==> config.mk <==
export PLATFORM = sky130hd
export DESIGN_NAME = i2s_tx
export DESIGN_NICKNAME = d
export VERILOG_FILES = /design/src/rtl/i2s_tx_pkg.sv /design/src/rtl/i2s_tx_hold.sv /design/src/rtl/i2s_tx.sv
export SDC_FILE = /design/constraint.sdc
export NUM_CORES = 1
export LEC_CHECK = 0
export ABC_AREA = 1
export CAP_MARGIN = 20
export CORE_MARGIN = 2
export CORE_UTILIZATION = 25
export DETAILED_ROUTE_END_ITERATION = 8
export SLEW_MARGIN = 20
export SYNTH_ARGS = -nofsm -noshare
export SYNTH_HDL_FRONTEND = slang
export SYNTH_SLANG_ARGS = --single-unit
export TNS_END_PERCENT = 10
==> constraint.sdc <==
create_clock -name bclk -period 4.9 [get_ports bclk]
set_clock_uncertainty 0.05 [all_clocks]
set_input_delay 0.98 -clock bclk [delete_from_list [all_inputs] [get_ports bclk]]
set_output_delay 0.98 -clock bclk [all_outputs]
set_load 0.02 [all_outputs]
==> src/rtl/i2s_tx_pkg.sv <==
// i2s_tx_pkg: frame geometry shared by the I2S transmit and receive blocks
package i2s_tx_pkg;
  localparam int I2S_SAMPLE_W = 16;
  function automatic int frame_bits(input int sw);
    return 2 * sw + 2;
  endfunction
  function automatic int right_slot(input int sw);
    return sw + 1;
  endfunction
endpackage

==> src/rtl/i2s_tx_hold.sv <==
// i2s_tx_hold: one-entry valid/ready holding register; take and refill may share an edge
module i2s_tx_hold #(
  parameter int W = 32
) (
  input  logic         bclk,
  input  logic         rstn,
  input  logic [W-1:0] data_i,
  input  logic         valid_i,
  output logic         ready_o,
  input  logic         take_i,
  output logic [W-1:0] data_o,
  output logic         full_o
);
  logic         full_q, full_d, acc;
  logic [W-1:0] data_q, data_d;
  always_comb begin
    ready_o = !full_q | take_i;
    acc     = valid_i & ready_o;
    full_d  = acc | (full_q & !take_i);
    data_d  = acc ? data_i : data_q;
  end
  always_ff @(posedge bclk) begin
    if (!rstn) begin
      full_q <= 1'b0;
      data_q <= '0;
    end else begin
      full_q <= full_d;
      data_q <= data_d;
    end
  end
  assign data_o = data_q;
  assign full_o = full_q;
endmodule

==> src/rtl/i2s_tx.sv <==
// i2s_tx: I2S transmitter, stereo pairs serialised MSB-first with one delay bit per channel
module i2s_tx
  import i2s_tx_pkg::*;
#(
  parameter int SAMPLE_W   = I2S_SAMPLE_W,
  parameter bit UNDERRUN_Z = 1'b1
) (
  input  logic                  bclk,
  input  logic                  rstn,
  input  logic                  en,
  input  logic [2*SAMPLE_W-1:0] s_tdata,
  input  logic                  s_tvalid,
  output logic                  s_tready,
  output logic                  lrclk,
  output logic                  sda,
  output logic                  frame_start,
  output logic                  underrun
);
  localparam int FB = frame_bits(SAMPLE_W);
  localparam int CW = $clog2(FB);
  localparam logic [CW-1:0] LAST_SLOT = CW'(FB - 1);
  localparam logic [CW-1:0] R_SLOT = CW'(right_slot(SAMPLE_W));
  logic [CW-1:0]         cnt_q, cnt_d;
  logic [FB-1:0]         shift_q, shift_d;
  logic [2*SAMPLE_W-1:0] last_q, last_d, hold_data, src;
  logic                  run_q, run_d, fs_q, ur_q, sda_q, lrclk_q;
  logic                  hold_full, at_end, load;
  i2s_tx_hold #(.W(2*SAMPLE_W)) u_hold (
    .bclk   (bclk),
    .rstn   (rstn),
    .data_i (s_tdata),
    .valid_i(s_tvalid),
    .ready_o(s_tready),
    .take_i (load),
    .data_o (hold_data),
    .full_o (hold_full)
  );
  // run_q marks a frame on the wire; it gates outputs low while parked at the last slot
  always_comb begin
    at_end  = cnt_q == LAST_SLOT;
    load    = at_end & en;
    src     = hold_full ? hold_data : (UNDERRUN_Z ? '0 : last_q);
    last_d  = (load & hold_full) ? hold_data : last_q;
    cnt_d   = load ? '0 : at_end ? cnt_q : cnt_q + 1'b1;
    shift_d = load ? {1'b0, src[2*SAMPLE_W-1 -: SAMPLE_W], 1'b0, src[SAMPLE_W-1:0]}
                   : at_end ? shift_q : shift_q << 1;
    run_d   = load | (run_q & !at_end);
  end
  always_ff @(posedge bclk) begin
    if (!rstn) begin
      cnt_q   <= LAST_SLOT;
      shift_q <= '0;
      last_q  <= '0;
      run_q   <= 1'b0;
      fs_q    <= 1'b0;
      ur_q    <= 1'b0;
    end else begin
      cnt_q   <= cnt_d;
      shift_q <= shift_d;
      last_q  <= last_d;
      run_q   <= run_d;
      fs_q    <= load;
      ur_q    <= load & !hold_full;
    end
  end
  // launch on the falling edge so the far end samples mid-bit on its rising edge
  always_ff @(negedge bclk) begin
    if (!rstn) begin
      sda_q   <= 1'b0;
      lrclk_q <= 1'b0;
    end else begin
      sda_q   <= shift_q[FB-1] & run_q;
      lrclk_q <= (cnt_q >= R_SLOT) & run_q;
    end
  end
  assign sda         = sda_q;
  assign lrclk       = lrclk_q;
  assign frame_start = fs_q;
  assign underrun    = ur_q;
endmodule

Word-level counts from Yosys, hierarchy flattened
Cells that the tools add are included.

Bits in registers: 78. Bits of input ports: 36. Logic and storage cells: 35.

Add/subtract/negate cells: 1. Magnitude comparators: 1. Eq/ne operators: 2. Muxes and demuxes: 5. Bitwise operators: 11. Reductions and logical operators: 4.

Operators with widths (count): $mux W33 (2); $mux W32 (1); $mux W6 (2); $and A1 B1 Y1 (7); $add A6 B1 Y6 const B (1); $eq A6 B6 Y1 const B (1); $ge A6 B5 Y1 const B (1); $logic_not A1 Y1 (3); $or A1 B1 Y1 (3); $ne A2 B1 Y1 const B (1); $reduce_or A2 Y1 (1); $not A1 Y1 (1).

Logic depth before layout (Yosys ltp)
Gate-level depths: netlist of the first run.

Depth after elaboration: 5. Depth in mapped cells: 9. Depth with buffers taken out: 8.

Hierarchy
From an unflattened synthesis of the first run, not the netlist that was laid out.

Cell total of the unflattened synthesis: 592. Area, all modules: 3870.0 um^2.

Modules (own cells, without submodules): i2s_tx (instances 1, cells an instance 377, area each 2383.5 um^2); i2s_tx_hold (instances 1, cells an instance 215, area each 1486.4 um^2).

==> reports/metrics.csv, run 1 <==
stage,metric,value,unit
status,status,"complete, no violations",
final_layout,Final #Nets,629,
power,leak pwr,2.31,nW
critical_path,crit path max fanout,1,
critical_path,WP buf/inv,1,
sta,final hold violations,0,
place,Post-DP Area,4320,um^2
hold_path,worst hold path type,flip-flop to flip-flop,
drt,DRC Markers,0,
place,number of port buffers,40,
sta,TNS Setup,0,ps
global_routing,total grt overflow,0,
power,Worst VDD drop,199,uV
sta,Final WS setup,148,ps
drt,drt wl/cell,10.6,um
yosys,Post-Syn Instances,570,
floorplan,Die Height,129,um
critical_path,worst endpoint data arrival time,3720,ps
sta,RSZ-0062 raised after global routing,false,
critical_path,WS Path Type,flip-flop to output port,
yosys,synthesized net count,609,
yosys,Netlist cell types,29,
critical_path,slack of the worst reg-to-reg path,1210,ps
yosys,#FFs+latches synth,78,
yosys,Synthesis Warnings,0,
drt,Post-Route WL,8.27,mm
final_layout,"most common cell after layout, fill and taps aside",nand2_1,
floorplan,die area,16600,um^2
critical_path,crit path launch type,flip-flop,
critical_path,slowest CP cell,clkdlybuf4s50_1,
sta,Finish-stage setup viols,0,
clock_network,Longest Clk Path Bufs,2,
critical_path,Critical Path Start,lrclk$_SDFF_NN0_,
place,pre-CTS setup slack,544,ps
drt,vias,3318,
global_routing,largest net degree at the start of global routing,67,
drt,First-pass DRT Iterations,4,
clock_network,H-tree depth,3,
sta,Slew @ Worst Pin,847,ps
clock_network,Clock transition at path regs,60,ps
flow_run,maxcap violations,0,
hold_path,hold path cells,2,
global_routing,via count of the first global-routing pass,3192,
place,DP HPWL,4.96,mm
clock_network,CTS tree,done,
clock_network,Skew-Pair Late Insertion Delay,330,ps
critical_path,peak per-stage delay on the critical path,590,ps
drt,drt first-iter violations,221,
floorplan,row cnt,45,
place,GPL Wtd Cong,0.695,
final_layout,design area,4640,um^2
final_layout,"non-filler cells, final",782,
critical_path,reg-to-reg startpoint,cnt_q[0]$_SDFFE_PN1P_,
global_routing,initial antenna violation count,1,
critical_path,"delay-heaviest family, CP",buffers and inverters,
place,Placed Cells,766,
floorplan,width of the die,129,um
drt,remaining antenna violation count,0,
clock_network,cts repair resizes,0,
global_routing,GRT Util Overall,10.9,%
global_routing,first-pass GRT wire length,14.6,mm
yosys,post-synthesis area per instance,6.84,um^2
critical_path,CP cell instances,clkdlybuf4s50_1,
clock_network,CTS Buf Count,9,
yosys,sequential fraction of the synthesis area,40.1,%
critical_path,WP data required,3870,ps
final_layout,layout cells sized above 1,8.26,%
final_layout,"commonest cells after routing, fill and taps aside","172 x nand2_1, 88 x inv_1, 83 x nand3_1",
hold_path,worst hold path startpoint,shift_q[16]$_SDFFE_PP0N_,
hold_path,Hold EP,shift_q[16]$_SDFFE_PP0N_,
clock_network,# hold bufs at CTS,0,
clock_network,Root Buffer,clkbuf_16,
critical_path,FF-to-FF End,lrclk$_SDFF_NN0_,
power,PwrDens,440,nW/um^2
clock_network,post-CTS setup buffer count,0,
sta,Final Slew Violations,0,
yosys,Post-Syn Area,3900,um^2
final_layout,Area growth syn-to-layout,19.0,%
floorplan,top-level port count,41,
critical_path,Setup crit end kind,output port,
floorplan,Core Region,15200,um^2
sta,Max transition margin,43.4,%
drt,vias per inst,4.24,
critical_path,worst reg2reg path depth,4,
clock_network,clk sinks,78,
floorplan,Initial Utilization,25.6,%
## metal layers
layer  wire length (um)  track usage (%)
met5                  0                0
met1               4290             14.4
met4                154             4.60
met2               3480             17.1
met3                345             2.41
## flip-flops by register name (all words and copies together) (netlist names), named ones only
name           count
cnt_q              6
frame_start        1
lrclk              1
sda                1
shift_q           34
u_hold.data_o     32
u_hold.full_o      1
underrun           1
## cell families after synthesis
kind of cell / count (synthesis) / share of synthesized area, %
and+or+nand+nor: 317 / 36.3
xor gates and xnor gates: 1 / 0.225
AOI/OAI and AO/OA: 44 / 7.64
buffers and inverters: 127 / 14.8
DFF: 78 / 40.1
adders and majority gates: 3 / 0.963
## stage by stage
step           util [%]  total power, mW  hold slack (ps)
2_1_floorplan         -             1.27              389
3_3_place_gp       28.4             1.35              401
3_5_place_dp       28.4             1.35              408
4_1_cts            30.5             2.07              417
5_1_grt            30.5             2.16              445
6_report           30.5             2.04              413
## worst register-to-register path, stage by stage (launching register included)
cell and delay (ps):
dfxtp_1 440, ha_1 340, nand3b_1 160, nand2_1 50, a21oi_1 170
## power by group
part           total [mW]  internal, mW  switching, mW
Clock               0.715         0.455          0.260
Combinational       0.571         0.171          0.400
Sequential          0.753         0.705         0.0483
## how the worst max path moves through the flow
stage / depth (start not counted) / to / slack, ps
final: 1 / lrclk / 150
after global routing: 1 / lrclk / 110
after detailed placement: 1 / sda / 540
after floorplan: 4 / lrclk$_SDFF_NN0_ / 780
after global placement: 1 / sda / 540
after CTS: 1 / sda / 130
## layout make-up
type | count | area [um^2]
tap | 188 | 235
sequential | 78 | 1560
multi-input combinational | 365 | 1760
antenna | 1 | 2.50
timing repair buffer | 45 | 428
clock buffer | 10 | 239
clock inverter | 6 | 80.1
fill | 1705 | 10600
inverter | 89 | 334
## Yosys cell counts (all sizes together)
cell type	instances	area share, %
clkbuf	14	1.3
a211oi	1	0.19
dfxtp	78	40
nand2	174	17
inv	89	8.6
ha	3	0.96
clkinv	1	0.096
o211ai	2	0.38
buf	23	4.8
nand3b	15	2.9
o21ai	1	0.13
nand4	2	0.71
nor3	2	0.26
a21oi	39	6.7
o21a	1	0.19
nor2	40	4.5
nand3	84	11
xor2	1	0.22
No activity file was read; power rests on OpenSTA's default activity.
==> inputs of run 2 (changes only) <==
--- a/config.mk
+++ b/config.mk
@@ -10,6 +10,7 @@
 export CORE_MARGIN = 2
 export CORE_UTILIZATION = 25
 export DETAILED_ROUTE_END_ITERATION = 8
+export PLACE_DENSITY = 0.49
 export SLEW_MARGIN = 20
 export SYNTH_ARGS = -nofsm -noshare
 export SYNTH_HDL_FRONTEND = slang
==> reports/metrics.csv, run 2 (synthesis results as in run 1) <==
stage,metric,value,unit
status,status,"complete, no violations",
critical_path,reg-to-reg startpoint,cnt_q[0]$_SDFFE_PN1P_,
clock_network,clk sinks,78,
final_layout,layout cells sized above 1,8.24,%
global_routing,total grt overflow,0,
critical_path,CP cell instances,clkdlybuf4s50_1,
floorplan,Initial Utilization,25.6,%
place,Placed Cells,766,
critical_path,crit path max fanout,1,
hold_path,Hold EP,shift_q[16]$_SDFFE_PP0N_,
clock_network,Root Buffer,clkbuf_16,
sta,Final Slew Violations,0,
clock_network,post-CTS setup buffer count,0,
final_layout,design area,4680,um^2
power,leak pwr,2.34,nW
sta,RSZ-0062 raised after global routing,false,
drt,vias,3310,
floorplan,row cnt,45,
critical_path,slowest CP cell,clkdlybuf4s50_1,
global_routing,routing usage on met2,17.8,%
critical_path,WS Path Type,flip-flop to output port,
power,Clk pwr share,36.9,%
sta,TNS Setup,0,ps
final_layout,Final #Nets,629,
critical_path,FF-to-FF End,lrclk$_SDFF_NN0_,
sta,Max transition margin,31.0,%
hold_path,worst hold path type,flip-flop to flip-flop,
drt,remaining antenna violation count,0,
floorplan,die area,16600,um^2
global_routing,initial antenna violation count,1,
power,Worst VDD drop,218,uV
critical_path,worst reg2reg path depth,4,
final_layout,Area growth syn-to-layout,20.0,%
power,NetSw,0.702,mW
global_routing,met3 GRT Util,2.49,%
critical_path,slack of the worst reg-to-reg path,1230,ps
drt,DRC Markers,0,
final_layout,"commonest cells after routing, fill and taps aside","172 x nand2_1, 88 x inv_1, 83 x nand3_1",
drt,drt first-iter violations,137,
power,total power,2.11,mW
global_routing,grt met1 use,14.3,%
final_layout,"non-filler cells, final",784,
global_routing,GRT Util Overall,11.0,%
critical_path,Setup crit end kind,output port,
power,combinational power share,27.3,%
sta,Min Hold Slack,418,ps
clock_network,CTS Buf Count,9,
drt,First-pass DRT Iterations,4,
power,switch share,33.3,%
drt,vias per inst,4.22,
hold_path,hold path cells,2,
critical_path,"delay-heaviest family, CP",buffers and inverters,
critical_path,WP buf/inv,1,
place,DP HPWL,5.30,mm
drt,Post-Route WL,8.49,mm
power,PwrDens,450,nW/um^2
final_layout,"most common cell after layout, fill and taps aside",nand2_1,
flow_run,maxcap violations,0,
clock_network,# hold bufs at CTS,0,
floorplan,Die Height,129,um
global_routing,via count of the first global-routing pass,3114,
critical_path,crit path launch type,flip-flop,
clock_network,cts repair resizes,0,
final_layout,most flop-heavy register,shift_q,
place,GPL Wtd Cong,0.742,
clock_network,CTS tree,done,
global_routing,most heavily used metal layer in global routing,met2,
sta,final hold violations,0,
global_routing,largest net degree at the start of global routing,66,
critical_path,worst endpoint data arrival time,3720,ps
sta,Slew @ Worst Pin,1040,ps
power,Reg power frac,35.8,%
sta,Finish-stage setup viols,0,
place,Post-DP Area,4320,um^2
floorplan,top-level port count,41,
floorplan,width of the die,129,um
global_routing,first-pass GRT wire length,14.8,mm
clock_network,Longest Clk Path Bufs,2,
clock_network,Clock transition at path regs,50,ps
drt,drt wl/cell,10.8,um
clock_network,Skew-Pair Late Insertion Delay,330,ps
critical_path,WP data required,3870,ps
final_layout,Largest register FFs,34,
power,design internal power,1.40,mW
place,number of port buffers,40,
clock_network,H-tree depth,3,
critical_path,peak per-stage delay on the critical path,590,ps
floorplan,Core Region,15200,um^2
hold_path,worst hold path startpoint,shift_q[16]$_SDFFE_PP0N_,
-- run 2: cell count changes in the layout (fill, tap and decap cells not counted), sizes merged --
| cell | before | now |
|---|---|---|
| bufinv | 2 | 3 |
| clkbuf | 10 | 13 |
| clkinvlp | 2 | 0 |
-- run 2: routing by layer --
layer / up-vias / wire length (um)
met4: 0 / 153
met5: - / 0
met3: 10 / 343
met2: 45 / 3710
li1: 1793 / -
met1: 1462 / 4290
-- run 2: cell type report --
class	count	area (um^2)
antenna	1	2.50
clock buffer	13	260
clock inverter	5	97.6
fill	1684	10500
inverter	89	334
multi-input combinational	365	1760
sequential	78	1560
tap	188	235
timing repair buffer	45	428
-- run 2: how the worst max path moves through the flow --
stage / slack (ps) / cells past startpoint / start / end
2_1_floorplan: 780 / 4 / rstn / lrclk$_SDFF_NN0_
3_3_place_gp: 530 / 1 / sda$_SDFF_NN0_ / sda
3_5_place_dp: 530 / 1 / lrclk$_SDFF_NN0_ / lrclk
4_1_cts: 130 / 1 / lrclk$_SDFF_NN0_ / lrclk
5_1_grt: 120 / 1 / lrclk$_SDFF_NN0_ / lrclk
6_report: 150 / 1 / lrclk$_SDFF_NN0_ / lrclk
-- run 2: per-stage QoR --
stage          setup WS (ps)  util (%)
2_1_floorplan            775         -
3_3_place_gp             533      28.4
3_5_place_dp             531      28.4
4_1_cts                  126      30.8
5_1_grt                  121      30.8
6_report                 145      30.8
-- run 2: power by group through the flow --
stage               Clock [mW]  Sequential, mW  Combinational, mW
global route             0.820           0.763              0.650
detailed placement     0.00383           0.766              0.585
global placement       0.00383           0.764              0.583
floorplan              0.00383           0.763              0.503
finish                   0.778           0.754              0.575
CTS                      0.797           0.753              0.587
